### config.mk
export PLATFORM = sky130hd
export DESIGN_NAME = fifo_wr_ctrl
export DESIGN_NICKNAME = d
export VERILOG_FILES = /design/src/rtl/fifo_wr_ctrl.sv
export SDC_FILE = /design/constraint.sdc
export NUM_CORES = 1
export LEC_CHECK = 0
export CORE_MARGIN = 10
export CORE_UTILIZATION = 42
export DETAILED_ROUTE_END_ITERATION = 7
export GPL_ROUTABILITY_DRIVEN = 0
export PLACE_DENSITY = 0.85
export SLEW_MARGIN = 30
export SYNTH_ARGS = -nofsm -noshare
export SYNTH_HDL_FRONTEND = slang
export SYNTH_SLANG_ARGS = --single-unit
### constraint.sdc
create_clock -name clka -period 2.74 [get_ports clka]
set_clock_uncertainty 0.1 [all_clocks]
set_input_delay 0.274 -clock clka [delete_from_list [all_inputs] [get_ports clka]]
set_output_delay 0.274 -clock clka [all_outputs]
set_load 0.01 [all_outputs]
### src/rtl/fifo_wr_ctrl.sv
// fifo_wr_ctrl: write-side controller of an asynchronous FIFO.
// Accepts producer writes into an external register file. It maintains a binary
// and a Gray write pointer, and synchronises the Gray read pointer from the read
// clock domain. From these it derives the full flag, the occupancy count and a
// sticky overflow flag.
// Optional feature: define FIFO_WR_ALMOST_FULL_EN to add the registered almost_full output.
module fifo_wr_ctrl #(
    parameter int WIDTH        = 8,
    parameter int DEPTH        = 64,
    parameter int ADDR         = 6,
    parameter int SYNC_STAGES  = 2,
    parameter int AFULL_THRESH = 4
) (
    input  logic             clka,
    input  logic             rsta,
    input  logic             wr_req,
    input  logic [WIDTH-1:0] wr_data,
    input  logic [ADDR:0]    rptr_gray,
    input  logic             ovf_clr,
    output logic             full,
    output logic             wr_ack,
    output logic             ram_en,
    output logic             ram_wr,
    output logic [ADDR-1:0]  ram_addr,
    output logic [WIDTH-1:0] ram_din,
    output logic [ADDR:0]    wptr_gray,
    output logic [ADDR:0]    wr_count,
`ifdef FIFO_WR_ALMOST_FULL_EN
    output logic             almost_full,
`endif
    output logic             overflow
);

    // Write pointer state. The extra MSB distinguishes a full FIFO from an empty one.
    logic [ADDR:0] wbin_reg;
    logic [ADDR:0] wbin_next;
    logic [ADDR:0] wgray_reg;
    logic [ADDR:0] wgray_next;

    // Read pointer after the synchroniser, in Gray and in binary form.
    logic [ADDR:0] sync_reg [SYNC_STAGES];
    logic [ADDR:0] rgray_s;
    logic [ADDR:0] rbin_s;
    logic [ADDR:0] full_cmp;

    logic          accept;
    logic          full_reg;
    logic          full_next;
    logic [ADDR:0] count_reg;
    logic [ADDR:0] count_next;
    logic          overflow_reg;
    logic          overflow_next;

    // A write is taken only while the FIFO is not full. The storage captures it on the same edge.
    assign accept   = wr_req & ~full_reg;
    assign wr_ack   = accept;
    assign ram_en   = accept;
    assign ram_wr   = accept;
    assign ram_addr = wbin_reg[ADDR-1:0];
    assign ram_din  = wr_data;

    assign wbin_next  = wbin_reg + {{ADDR{1'b0}}, accept};
    assign wgray_next = wbin_next ^ (wbin_next >> 1);

    assign rgray_s = sync_reg[SYNC_STAGES-1];

    // Gray to binary conversion: each binary bit is the XOR of all Gray bits at or above it.
    generate
        for (genvar gi = 0; gi <= ADDR; gi++) begin : g_rbin
            assign rbin_s[gi] = ^rgray_s[ADDR:gi];
        end
    endgenerate

    // The FIFO is full when the write pointer is one lap ahead of the read pointer.
    // In Gray code, that is when the top two bits are inverted and the rest are equal.
    assign full_cmp      = {~rgray_s[ADDR:ADDR-1], rgray_s[ADDR-2:0]};
    assign full_next     = (wgray_next == full_cmp);
    assign count_next    = wbin_next - rbin_s;
    // Setting the flag takes priority over clearing it when both happen in the same cycle.
    assign overflow_next = (wr_req & full_reg) | (overflow_reg & ~ovf_clr);

    // Read pointer synchroniser: a plain flop chain with no logic between stages.
    always_ff @(posedge clka or posedge rsta) begin
        if (rsta) begin
            for (int i = 0; i < SYNC_STAGES; i++) sync_reg[i] <= '0;
        end else begin
            sync_reg[0] <= rptr_gray;
            for (int i = 1; i < SYNC_STAGES; i++) sync_reg[i] <= sync_reg[i-1];
        end
    end

    // Write pointers, flags and occupancy, all updated together on each write-clock edge.
    always_ff @(posedge clka or posedge rsta) begin
        if (rsta) begin
            wbin_reg     <= '0;
            wgray_reg    <= '0;
            full_reg     <= 1'b0;
            count_reg    <= '0;
            overflow_reg <= 1'b0;
        end else begin
            wbin_reg     <= wbin_next;
            wgray_reg    <= wgray_next;
            full_reg     <= full_next;
            count_reg    <= count_next;
            overflow_reg <= overflow_next;
        end
    end

    assign full      = full_reg;
    assign wptr_gray = wgray_reg;
    assign wr_count  = count_reg;
    assign overflow  = overflow_reg;

`ifdef FIFO_WR_ALMOST_FULL_EN
    // The count is widened by one bit so that DEPTH - count cannot wrap around.
    localparam logic [ADDR+1:0] DEPTH_W = (ADDR+2)'(DEPTH);
    localparam logic [ADDR+1:0] AFULL_W = (ADDR+2)'(AFULL_THRESH);

    logic afull_reg;
    logic afull_next;

    assign afull_next = ((DEPTH_W - {1'b0, count_next}) <= AFULL_W);

    // almost_full is registered from the same next-state count as wr_count.
    always_ff @(posedge clka or posedge rsta) begin
        if (rsta) afull_reg <= 1'b0;
        else      afull_reg <= afull_next;
    end

    assign almost_full = afull_reg;
`endif

endmodule

Word level (Yosys, flattened, before mapping)
Index checks and enable logic that the tools add are counted.
{"block": "totals", "regBits": 37, "word_cells": 24}
{"block": "op_classes", "n_addsub": 2, "n_eq_ne": 1, "n_bitwise": 8, "reduce_logical": 6}
{"operator": "$add A7 B1 Y7", "count": 1}
{"operator": "$eq A7 B7 Y1", "count": 1}
{"operator": "$reduce_xor A7 Y1", "count": 1}
{"operator": "$sub A7 B7 Y7", "count": 1}
{"operator": "$xor A7 B6 Y7", "count": 1}
{"operator": "$reduce_xor A6 Y1", "count": 1}
{"operator": "$reduce_xor A5 Y1", "count": 1}
{"operator": "$reduce_xor A4 Y1", "count": 1}
{"operator": "$and A1 B1 Y1", "count": 3}
{"operator": "$reduce_xor A3 Y1", "count": 1}
{"operator": "$not A1 Y1", "count": 2}
{"operator": "$not A2 Y2", "count": 1}
{"operator": "$reduce_xor A2 Y1", "count": 1}
{"operator": "$or A1 B1 Y1", "count": 1}

Logic depth before layout (Yosys ltp)
{"block": "depth", "word_depth": 5, "mapped_depth": 11, "mapped_depth_nobuf": 11}

Least setup slack after synthesis
Ideal clock, no wire load.
{"block": "synth_path", "kind": "reg2reg", "startpoint": "reg sync_reg, in the netlist rgray_s[5]", "endpoint": "reg count_reg[6] (netlist: wr_count[6])", "t_arrival_ns": 2.791, "required_time_ns": 2.561, "path_slack_ns": -0.231, "path_stages_with_launch": 12, "path_buffers": 0, "cell_sequence": "dfrtp_1 -> xnor3_2 -> xnor2_4 -> xnor2_2 -> xor2_2 -> xnor2_1 -> ha_1 -> fa_1 -> o2111ai_1 -> a41oi_1 -> o21bai_1 -> xor2_1"}
{"block": "synth_between", "elab_chain_cells": 2, "elab_cells_between_ends": 7, "classes_between": "add/sub: 1; reduce/logical: 6"}
{"item": "start: declaration", "line": "41", "rtl": "logic [ADDR:0] sync_reg [SYNC_STAGES];"}
{"item": "$reduce_xor A7 Y1 (tied with other cells)", "line": "70", "rtl": "assign rbin_s[gi] = ^rgray_s[ADDR:gi];"}
{"item": "$sub A7 B7 Y7 *", "line": "78", "rtl": "assign count_next = wbin_next - rbin_s;"}
{"item": "named net count_next[6]", "line": "50", "rtl": "logic [ADDR:0] count_next;"}
{"item": "end signal: assignment", "line": "104", "rtl": "count_reg <= count_next;"}
{"item": "end: declaration", "line": "49", "rtl": "logic [ADDR:0] count_reg;"}
The timed path passes the listed nets; every way through them passes the cells marked *.

Final worst setup path
Ends and elaborated chain as after synthesis.

==> impl_metrics.xml <==
<?xml version="1.0" encoding="UTF-8"?>
<metrics>
  <group name="cts">
    <metric name="cts_hold_buf" unit="">0</metric>
    <metric name="path_clk_slew" unit="ns">0.07</metric>
    <metric name="clk_root_buffer_cell" unit="">sky130_fd_sc_hd__clkbuf_8</metric>
    <metric name="clock_tree.htree_level_count" unit="">2</metric>
    <metric name="clock_insertion_delay_worst_skew" unit="ns">0.29</metric>
    <metric name="clock_tree_from_tritoncts" unit="">yes</metric>
    <metric name="cts_sinks" unit="">36</metric>
    <metric name="max_clock_buf_depth" unit="">2</metric>
    <metric name="number_of_buffers_created_by_cts" unit="">5</metric>
  </group>
  <group name="global_route">
    <metric name="grt_start_max_net_pins" unit="">37</metric>
    <metric name="grt_overflow" unit="">0</metric>
    <metric name="first_global_vias" unit="">1216</metric>
    <metric name="grt_first_pass_wirelength" unit="µm">5637</metric>
    <metric name="number_of_antenna_violations_at_the_first_check_in_global_routing" unit="">0</metric>
    <metric name="grt.total_usage" unit="">0.09765</metric>
  </group>
  <group name="sta">
    <metric name="finalMaxSlewViolations" unit="">0</metric>
    <metric name="fmax" unit="MHz">341.6</metric>
    <metric name="timing_worst_slew_pin_value" unit="ns">0.4361</metric>
    <metric name="period_minus_slack" unit="ns">2.928</metric>
    <metric name="final_worst_path_setup_slack" unit="ns">-0.1877</metric>
    <metric name="setup-violations-final" unit="">2</metric>
    <metric name="rsz0062_at_grt" unit="">true</metric>
    <metric name="fin_crit_sh" unit="">1.068</metric>
    <metric name="fin_worst_hold_slack" unit="ns">0.2451</metric>
    <metric name="max-slew-margin-rel" unit="">0.7093</metric>
    <metric name="timing.setup.tns" unit="ns">-0.3166</metric>
    <metric name="finalHoldViolCount" unit="">0</metric>
  </group>
  <group name="critical_path">
    <metric name="critical_path_arrival" unit="ns">3.04</metric>
    <metric name="worstSetupStartpointType" unit="">flip-flop</metric>
    <metric name="reg2regPathDepth" unit="">11</metric>
    <metric name="cpPeakStageDelay" unit="ns">0.48</metric>
    <metric name="cpMaxStageDelayCell" unit="">sky130_fd_sc_hd__xnor3_2</metric>
    <metric name="critical_path_class" unit="">flip-flop to flip-flop</metric>
    <metric name="cp.required" unit="ns">2.86</metric>
    <metric name="cp-startpoint" unit="">rgray_s[5]</metric>
    <metric name="worst-path-max-fanout" unit="">2</metric>
    <metric name="regToRegEndpoint" unit="">wr_count[6]</metric>
    <metric name="rrSetupSlack" unit="ns">-0.19</metric>
    <metric name="worst_r2r_startpoint" unit="">rgray_s[5]</metric>
    <metric name="worst_setup_path_end_kind" unit="">flip-flop</metric>
    <metric name="critical_path.cell_chain" unit="">xnor3_2, xnor2_4, xnor2_2, xor2_2, xnor2_1, ha_2, fa_2, o2111ai_2, a41oi_2, o21bai_1, xor2_1</metric>
    <metric name="critical_path.endpoint" unit="">wr_count[6]</metric>
  </group>
  <group name="floorplan">
    <metric name="coreArea" unit="µm²">4000</metric>
    <metric name="start_util" unit="">0.4335</metric>
    <metric name="die_outline_area" unit="µm²">7099</metric>
    <metric name="die_w" unit="µm">84.26</metric>
    <metric name="die_h" unit="µm">84.26</metric>
    <metric name="rows" unit="">23</metric>
    <metric name="num_io_pins" unit="">52</metric>
  </group>
  <group name="final_layout">
    <metric name="area.growth.synth_to_final" unit="%">38.24</metric>
    <metric name="final_util" unit="">0.5993</metric>
    <metric name="n_antenna_cell" unit="">0</metric>
    <metric name="fin_nets" unit="">225</metric>
    <metric name="layout.filler_cells" unit="">335</metric>
    <metric name="mostFrequentLayoutCell" unit="">sky130_fd_sc_hd__dfrtp_1</metric>
    <metric name="layout_common_cells" unit="">sky130_fd_sc_hd__dfrtp_1 (36), sky130_fd_sc_hd__clkdlybuf4s50_1 (35), sky130_fd_sc_hd__buf_4 (27)</metric>
    <metric name="drive_above_1_share" unit="">0.2563</metric>
    <metric name="finish.cell_count_without_fillers" unit="">249</metric>
  </group>
  <group name="power">
    <metric name="ir_drop" unit="mV">0.5781</metric>
    <metric name="powerDensity" unit="nW/µm²">1230</metric>
    <metric name="leakagePower" unit="nW">1.112</metric>
  </group>
  <group name="routing">
    <metric name="drcViolationCount" unit="">0</metric>
    <metric name="drt-initial-drc-count" unit="">72</metric>
    <metric name="drt.antenna.violating_nets" unit="">0</metric>
    <metric name="dr.pass1.iters" unit="">4</metric>
    <metric name="via_count" unit="">1157</metric>
    <metric name="vias_per_cell" unit="">4.647</metric>
    <metric name="routedWlPerCell" unit="µm">13.47</metric>
    <metric name="totalWireLength" unit="µm">3355</metric>
  </group>
  <group name="synth">
    <metric name="synth_area_leaders" unit="">sky130_fd_sc_hd__dfrtp_1 (52%), sky130_fd_sc_hd__xor2_1 (7.1%), sky130_fd_sc_hd__xnor2_1 (6.6%)</metric>
    <metric name="ys_seq_area_frac" unit="">0.5195</metric>
    <metric name="ys_types" unit="">34</metric>
    <metric name="leading_area_contributor_after_synthesis" unit="">sky130_fd_sc_hd__dfrtp_1</metric>
    <metric name="post-synth-top-area-fraction" unit="">0.5195</metric>
    <metric name="synth-warning-count" unit="">0</metric>
    <metric name="syn-mean-instance-area" unit="µm²">12.21</metric>
    <metric name="mappedNetlistNets" unit="">169</metric>
    <metric name="mapped_cell_area" unit="µm²">1734</metric>
    <metric name="syn_inst" unit="">142</metric>
    <metric name="ys_seq_elements" unit="">36</metric>
  </group>
  <group name="status">
    <metric name="run_status" unit="">complete, but fails checks</metric>
    <metric name="violations" unit="">setup timing</metric>
  </group>
  <group name="placed_design">
    <metric name="dp_slack" unit="ns">-0.2263</metric>
    <metric name="detailed_place_hpwl" unit="µm">2585</metric>
    <metric name="dp.cells" unit="">239</metric>
    <metric name="io_buffer_count" unit="">35</metric>
  </group>
  <group name="min_path">
    <metric name="worstHoldPathType" unit="">flip-flop to flip-flop</metric>
  </group>
  <group name="job">
    <metric name="max-cap-violations" unit="">0</metric>
  </group>
</metrics>
## worst max-delay path: cells and delay by family, from the launching register on
kind	cells	cell delay, ns
xor+xnor	6	1.29
fa+ha+maj	2	0.53
flops	1	0.35
compound gates	3	0.58
## through the flow
| step | power, mW | area [µm²] |
|---|---|---|
| final | 2.950 | 2397 |
| after global routing | 3.192 | 2397 |
| after CTS | 2.921 | 2376 |
| after detailed placement | 2.492 | 2263 |
| after global placement | 2.451 | 2263 |
| after floorplan | 1.784 | 1755 |
## synth_stat cells, drive strengths merged
| library cell | count |
|---|---|
| nor2b | 3 |
| a21oi | 3 |
| a31oi | 1 |
| nor3 | 1 |
| o2111ai | 1 |
| nand2b | 1 |
| maj3 | 1 |
| buf | 13 |
| o21ai | 4 |
| a41oi | 1 |
| nand2 | 6 |
| mux2 | 2 |
| and3 | 2 |
| a211oi | 1 |
| inv | 13 |
| ha | 7 |
| nand3 | 5 |
| xor2 | 15 |
| o211a | 1 |
| xor3 | 1 |
| mux2i | 1 |
| xnor2 | 15 |
| xnor3 | 1 |
| o21bai | 1 |
| dfrtp | 36 |
| or3 | 1 |
| fa | 1 |
| or2 | 1 |
| nor2 | 3 |
## cells by family after synthesis
family,count (synthesis),synth area share
flip-flops,36,0.5195
AND/OR/NAND/NOR,23,0.06566
AO/OA/AOI/OAI,13,0.04834
buffers and inverters,26,0.08153
XOR/XNOR,32,0.1984
adder cells (fa/ha/maj),9,0.06782
multiplexers,3,0.01876
## routing by layer
layer / vias up / share of wire / global-route usage / routed length, µm
li1: 557 / - / - / -
met1: 553 / 0.44 / 0.1168 / 1489
met2: 39 / 0.44 / 0.1411 / 1486
met3: 8 / 0.095 / 0.05217 / 318
met4: 0 / 0.018 / 0.04414 / 60
met5: - / 0 / 0 / 0
## worst min-delay path by stage
stage / endpoint / depth (start not counted) / slack, ns / start
5_1_grt: rgray_s[0] / 0 / 0.26 / sync_reg[7]
3_5_place_dp: rgray_s[0] / 0 / 0.24 / sync_reg[7]
4_1_cts: rgray_s[0] / 0 / 0.25 / sync_reg[7]
2_1_floorplan: sync_reg[10] / 0 / 0.21 / rptr_gray[3]
6_report: rgray_s[0] / 0 / 0.25 / sync_reg[7]
3_3_place_gp: rgray_s[2] / 0 / 0.23 / sync_reg[9]
## layout make-up
class / count / area (µm²) / share of cell area
flip-flops and latches: 36 / 900.9 / 0.3758
multi-input cells: 80 / 742.0 / 0.3095
repair buffers: 62 / 553.0 / 0.2307
clock buffers: 8 / 90.09 / 0.03758
well taps: 50 / 62.56 / 0.02610
inverters: 13 / 48.80 / 0.02035
## timing repair
item                                    4_1_cts  5_1_grt
gates cloned                                  0        0
pin swaps                                    10        1
resized for setup                             1        7
buffers inserted                              2        1
endpoints found under the setup margin        2        6
## power breakdown
| part | switching [mW] | total (mW) | internal [mW] |
|---|---|---|---|
| logic | 0.771 | 1.75 | 0.980 |
| clock network | 0.175 | 0.380 | 0.205 |
| registers | 0.110 | 0.819 | 0.709 |
Power figures use the tool's default switching activity.
